File: src/rtl/zero_sequence_generator.sv
// rtl/zero_sequence_generator.sv - serial run generator: IDLE/RUN/GAP FSM emitting a high run of L cycles then a forced low gap.
// Optional o_MAX longest-run tracker compiled in with ZSG_MAXTRACK_EN.
module zero_sequence_generator #(
    parameter int MAX_LEN    = 9,
    parameter int GAP_CYCLES = 1
) (
    input  logic       i_clk,
    input  logic       i_NOT_RESET,
    input  logic       i_VALID,
    input  logic [3:0] i_LEN,
    input  logic       i_ABORT,
    output logic       o_READY,
    output logic       o_out,
    output logic       o_BUSY,
    output logic       o_DONE,
    output logic       o_CLAMP
`ifdef ZSG_MAXTRACK_EN
    ,
    output logic [3:0] o_MAX
`endif
);

    localparam logic [3:0] MAX_L = 4'(MAX_LEN);
    localparam logic [3:0] GAP_L = 4'(GAP_CYCLES);

    typedef enum logic [1:0] {
        IDLE = 2'd0,
        RUN  = 2'd1,
        GAP  = 2'd2
    } state_t;

    state_t     state, state_n;
    logic [3:0] run_cnt, run_n;
    logic [3:0] gap_cnt, gap_n;
    logic       zdone_q, zdone_n;
    logic       clamp_q, clamp_n;
    logic [3:0] eff_len;
    logic       complete;

    always_ff @(posedge i_clk) begin
        if (i_NOT_RESET) begin
            state   <= IDLE;
            run_cnt <= 4'd0;
            gap_cnt <= 4'd0;
            zdone_q <= 1'b0;
            clamp_q <= 1'b0;
        end else begin
            state   <= state_n;
            run_cnt <= run_n;
            gap_cnt <= gap_n;
            zdone_q <= zdone_n;
            clamp_q <= clamp_n;
        end
    end

    always_comb begin
        state_n  = state;
        run_n    = run_cnt;
        gap_n    = gap_cnt;
        zdone_n  = 1'b0;
        clamp_n  = 1'b0;
        complete = 1'b0;
        eff_len  = (i_LEN > MAX_L) ? MAX_L : i_LEN;
        case (state)
            IDLE: begin
                if (i_VALID) begin
                    clamp_n = (i_LEN > MAX_L);
                    if (eff_len == 4'd0) begin
                        zdone_n = 1'b1;
                    end else begin
                        state_n = RUN;
                        run_n   = eff_len;
                    end
                end
            end
            RUN: begin
                if (i_ABORT) begin
                    state_n = IDLE;
                    run_n   = 4'd0;
                end else if (run_cnt == 4'd1) begin
                    state_n = GAP;
                    run_n   = 4'd0;
                    gap_n   = GAP_L;
                end else begin
                    run_n = run_cnt - 4'd1;
                end
            end
            GAP: begin
                if (i_ABORT) begin
                    state_n = IDLE;
                    gap_n   = 4'd0;
                end else if (gap_cnt == 4'd1) begin
                    state_n  = IDLE;
                    gap_n    = 4'd0;
                    // A reset landing on the final gap cycle discards the run, so no completion.
                    complete = ~i_NOT_RESET;
                end else begin
                    gap_n = gap_cnt - 4'd1;
                end
            end
            default: begin
                state_n = IDLE;
                run_n   = 4'd0;
                gap_n   = 4'd0;
            end
        endcase
    end

    assign o_READY = (state == IDLE);
    assign o_BUSY  = (state == RUN) || (state == GAP);
    assign o_out   = (state == RUN);
    assign o_DONE  = zdone_q | complete;
    assign o_CLAMP = clamp_q;

`ifdef ZSG_MAXTRACK_EN
    logic [3:0] len_q;
    logic [3:0] max_q;

    always_ff @(posedge i_clk) begin
        if (i_NOT_RESET) begin
            len_q <= 4'd0;
            max_q <= 4'd0;
        end else begin
            if (state == IDLE && i_VALID) begin
                len_q <= eff_len;
            end
            if (complete && len_q > max_q) begin
                max_q <= len_q;
            end
        end
    end

    assign o_MAX = max_q;
`endif

endmodule

File: config.mk
export PLATFORM = sky130hd
export DESIGN_NAME = zero_sequence_generator
export DESIGN_NICKNAME = d
export VERILOG_FILES = /design/src/rtl/zero_sequence_generator.sv
export SDC_FILE = /design/constraint.sdc
export NUM_CORES = 1
export LEC_CHECK = 0
export ABC_AREA = 0
export BUFFER_PORTS_ARGS = -buffer_cell sky130_fd_sc_hd__buf_2
export CORE_ASPECT_RATIO = 1.2
export CORE_MARGIN = 2
export CORE_UTILIZATION = 30
export DETAILED_ROUTE_END_ITERATION = 7
export PLACE_DENSITY = 0.45
export SYNTH_ARGS = -nofsm -noshare
export SYNTH_HDL_FRONTEND = slang
export SYNTH_SLANG_ARGS = --single-unit
File: constraint.sdc
create_clock -name i_clk -period 2.4 [get_ports i_clk]
set_clock_uncertainty 0.2 [all_clocks]
set_input_delay 0.36 -clock i_clk [delete_from_list [all_inputs] [get_ports i_clk]]
set_output_delay 0.36 -clock i_clk [all_outputs]
set_load 0.02 [all_outputs]
==> metrics.txt <==
# TYPE chip_impl_metric gauge
chip_impl_metric{name="multi_input_gate_area",unit="um2"} 518
chip_impl_metric{name="design.die.area",unit="mm2"} 0.00308
chip_impl_metric{name="yosysUniqueCellTypes",unit=""} 34
chip_impl_info{name="critPathKind",value="reg -> out"} 1
chip_impl_info{name="ctsRootBufferMaster",value="sky130_fd_sc_hd__clkbuf_4"} 1
chip_impl_metric{name="tritoncts.num_buffers",unit=""} 3
chip_impl_info{name="synth_most_common_cell",value="sky130_fd_sc_hd__dfxtp_1"} 1
chip_impl_metric{name="mean_instance_size_in_the_synthesized_netlist",unit="um2"} 8.19
chip_impl_metric{name="number_of_hold_buffers_added_after_cts",unit=""} 0
chip_impl_metric{name="route.detailed.drc",unit=""} 0
chip_impl_metric{name="data_arrival_time_of_the_critical_path",unit="ns"} 1.74
chip_impl_metric{name="cpPeakStageDelay",unit="ns"} 0.50
chip_impl_info{name="setup.worst_path.start_class",value="flop"} 1
chip_impl_metric{name="slew_headroom",unit="%"} 70.4
chip_impl_info{name="end_kind",value="output pin"} 1
chip_impl_metric{name="clkTransAtPathRegs",unit="ns"} 0.07
chip_impl_info{name="synth_commonest_cells",value="sky130_fd_sc_hd__dfxtp_1, sky130_fd_sc_hd__o21ai_0, sky130_fd_sc_hd__inv_1"} 1
chip_impl_metric{name="worst_skew_pair.late_latency",unit="ns"} 0.27
chip_impl_metric{name="async_reset_ff_share",unit="%"} 0
chip_impl_metric{name="timing.fmax",unit="MHz"} 434
chip_impl_metric{name="wire_length_of_the_first_global_routing_pass",unit="mm"} 3.15
chip_impl_metric{name="effective_utilization_at_floorplan",unit="%"} 31.4
chip_impl_info{name="rsz0062_at_grt",value="false"} 1
chip_impl_metric{name="post-dp-hpwl",unit="mm"} 1.44
chip_impl_info{name="crit_path_cell_trace",value="inv_1 -> ha_1 -> or3b_2 -> o31ai_2 -> buf_4"} 1
chip_impl_metric{name="synth_top_area_share",unit="%"} 30.2
chip_impl_metric{name="die_w",unit="um"} 51.0
chip_impl_metric{name="report.final.setup_viol",unit=""} 0
chip_impl_metric{name="die_h",unit="um"} 60.4
chip_impl_metric{name="grt_pass1_vias",unit=""} 766
chip_impl_info{name="postSynth.topFlopCell",value="sky130_fd_sc_hd__dfxtp_1"} 1
chip_impl_metric{name="firstDrtPassIters",unit=""} 4
chip_impl_metric{name="endpoints_failing_hold",unit=""} 0
chip_impl_metric{name="synthSimpleGateAreaFrac",unit="%"} 28.0
chip_impl_metric{name="cts_htree_levels",unit=""} 1
chip_impl_metric{name="seq_area_frac_synth",unit="%"} 30.2
chip_impl_metric{name="worst_slack",unit="ns"} 0.0984
chip_impl_metric{name="synthesis.yosys.warnings",unit=""} 0
chip_impl_metric{name="gp_routability_congestion",unit=""} 0.818
chip_impl_metric{name="max-vdd-ir-drop",unit="mV"} 0.311
chip_impl_metric{name="synth_compound_area_share",unit="%"} 23.1
chip_impl_metric{name="net_count_after_synthesis",unit=""} 112
chip_impl_metric{name="cp.required",unit="ns"} 1.84
chip_impl_metric{name="post_cts.repair.setup_buffers",unit=""} 0
chip_impl_metric{name="synth_mux_area_share",unit="%"} 1.26
chip_impl_info{name="cts_tree",value="built"} 1
chip_impl_metric{name="synthCells",unit=""} 97
chip_impl_metric{name="io_buffers",unit=""} 12
chip_impl_metric{name="p_leak",unit="nW"} 0.344
chip_impl_metric{name="final.hold.worst_slack",unit="ns"} 0.169
chip_impl_metric{name="row_count",unit=""} 20
chip_impl_metric{name="period_needed",unit="ns"} 2.30
chip_impl_info{name="timing.critical_path.max_delay_family",value="simple AND/OR/NAND/NOR gates"} 1
chip_impl_metric{name="ff_latch_area",unit="um2"} 241
chip_impl_info{name="synth_top_family_by_area",value="simple AND/OR/NAND/NOR gates"} 1
chip_impl_metric{name="synth-edff-count",unit=""} 0
chip_impl_metric{name="grt_max_degree",unit=""} 15
chip_impl_metric{name="area_delta_synth_final",unit="%"} 15.7
chip_impl_metric{name="max-cap-violations",unit=""} 0
chip_impl_metric{name="globalRouteOverflowTotal",unit=""} 0
chip_impl_metric{name="dr.first_iter.drc_count",unit=""} 29
chip_impl_metric{name="post_synth_xor_area_fraction",unit="%"} 1.10
chip_impl_info{name="holdCritPathClass",value="in -> reg"} 1
chip_impl_metric{name="nFillCells",unit=""} 278
chip_impl_metric{name="area_of_the_mapped_netlist",unit="um2"} 795
chip_impl_metric{name="power_per_cell_area",unit="mW/mm2"} 1000
chip_impl_metric{name="final.setup.tns",unit="ns"} 0
chip_impl_metric{name="route.vias.total",unit=""} 731
chip_impl_info{name="outcome",value="complete, no violations"} 1
chip_impl_metric{name="total_core_area",unit="mm2"} 0.00253
chip_impl_metric{name="grt_antenna_before_repair",unit=""} 0
chip_impl_metric{name="finalNetCount",unit=""} 127
chip_impl_metric{name="io-pin-count",unit=""} 13
chip_impl_info{name="slowest_stage",value="sky130_fd_sc_hd__or3b_2"} 1
chip_impl_metric{name="viasPerCell",unit=""} 5.11
chip_impl_metric{name="timing.final.crit_share",unit="%"} 95.9
chip_impl_metric{name="cts_sinks",unit=""} 12
chip_impl_metric{name="finalWirelength",unit="mm"} 1.83
chip_impl_metric{name="cts_max_path_buffers",unit=""} 2
chip_impl_metric{name="ctsResizeCount",unit=""} 0
chip_impl_info{name="synth_top_cells_by_area",value="sky130_fd_sc_hd__dfxtp_1, sky130_fd_sc_hd__ha_1, sky130_fd_sc_hd__o21ai_0, sky130_fd_sc_hd__a21oi_1, sky130_fd_sc_hd__inv_1"} 1
chip_impl_metric{name="tightest_slew",unit="ns"} 0.439
chip_impl_metric{name="preCtsSetupSlack",unit="ns"} 0.295
chip_impl_metric{name="ant_nets",unit=""} 0
chip_impl_metric{name="worst-path-max-fanout",unit=""} 4
chip_impl_metric{name="drv_slew",unit=""} 0
chip_impl_info{name="yosysTopAreaCell",value="sky130_fd_sc_hd__dfxtp_1"} 1
chip_impl_metric{name="drt-wirelength-per-cell",unit="um"} 12.8
chip_impl_metric{name="antenna_cells_inserted",unit=""} 0
chip_impl_metric{name="final_layout_size_suffix_gt1_share",unit="%"} 18.2
chip_impl_metric{name="post_synth_fa_ha_maj_area_fraction",unit="%"} 11.0
chip_impl_metric{name="grtUsageTotal",unit="%"} 13.8
chip_impl_metric{name="synth-seq-cells",unit=""} 12
chip_impl_metric{name="critPathBufInv",unit=""} 2
[power by group]
part           total, mW  switching (mW)  internal (mW)
sequential         0.273          0.0341          0.239
combinational      0.523           0.320          0.203
clock              0.125          0.0666         0.0581
[area by class of cell]
type                    count  share of cell area (%)
multi-input cells          74                    56.3
flip-flops and latches     12                    26.3
repair buffers             12                    6.80
well taps                  33                    4.49
inverters                   9                    3.67
clock buffers               3                    2.45
[worst min-delay path, delay by kind of cell]
family        cells  cell delay, ns
buf+inv           1            0.11
simple gates      2            0.13
[path summary, 6_finish.rpt]
check | startpoint | to | slack [ns] | cells past startpoint
worst max-delay path | gap_cnt[1] | o_DONE | 0.1 | 5
worst min-delay path | i_VALID | zdone_q | 0.17 | 3
worst max register to register | gap_cnt[1] | state[0] | 0.29 | 6
worst min register to register | gap_cnt[0] | gap_cnt[0] | 0.29 | 2
[registers in the layout (all words and copies together) (netlist names)]
signal / flops
gap_cnt: 4
run_cnt: 4
state: 2
o_CLAMP: 1
zdone_q: 1
[stage by stage]
stage               cells  area, um2  util [%]  power [mW]
floorplan              97        795         -       0.674
global placement      140        888      35.1       0.806
detailed placement    140        888      35.1       0.801
CTS                   143        911      36.0       0.933
global route          143        920      36.4        1.01
finish                143        920      36.4       0.921
[cell usage in the layout, fill, tap and decap left out, types with 2 or more instances in the layout]
cell type / Yosys / layout
sky130_fd_sc_hd__a21oi_1: 7 / 7
sky130_fd_sc_hd__buf_2: 0 / 11
sky130_fd_sc_hd__clkbuf_4: 0 / 3
sky130_fd_sc_hd__dfxtp_1: 12 / 11
sky130_fd_sc_hd__ha_1: 7 / 7
sky130_fd_sc_hd__inv_1: 9 / 9
sky130_fd_sc_hd__nand2_1: 4 / 4
sky130_fd_sc_hd__nand2b_1: 3 / 3
sky130_fd_sc_hd__nand3b_1: 3 / 3
sky130_fd_sc_hd__nand4b_1: 2 / 2
sky130_fd_sc_hd__nor2_1: 5 / 5
sky130_fd_sc_hd__nor2b_1: 4 / 4
sky130_fd_sc_hd__nor3_1: 4 / 4
sky130_fd_sc_hd__nor3b_1: 2 / 2
sky130_fd_sc_hd__o21a_1: 2 / 2
sky130_fd_sc_hd__o21ai_0: 10 / 10
sky130_fd_sc_hd__or3b_2: 2 / 2
[logic make-up after synthesis]
logic type | after synthesis
and+or+nand+nor | 36
xor gates and xnor gates | 1
adders and majority gates | 7
muxes | 1
DFF | 12
AOI/OAI and AO/OA | 29
buffers and inverters | 11
[layer usage]
| layer | vias to the layer above | wire length, um | GRT usage (%) | share of wire [%] |
|---|---|---|---|---|
| met5 | - | 0 | 0 | 0 |
| met2 | 8 | 1010 | 26.0 | 55 |
| met3 | 4 | 36 | 2.96 | 2.0 |
| met1 | 336 | 756 | 14.5 | 41 |
| li1 | 383 | - | - | - |
| met4 | 0 | 27 | 6.95 | 1.5 |
Note: power is estimated with default switching activity, not from simulation.
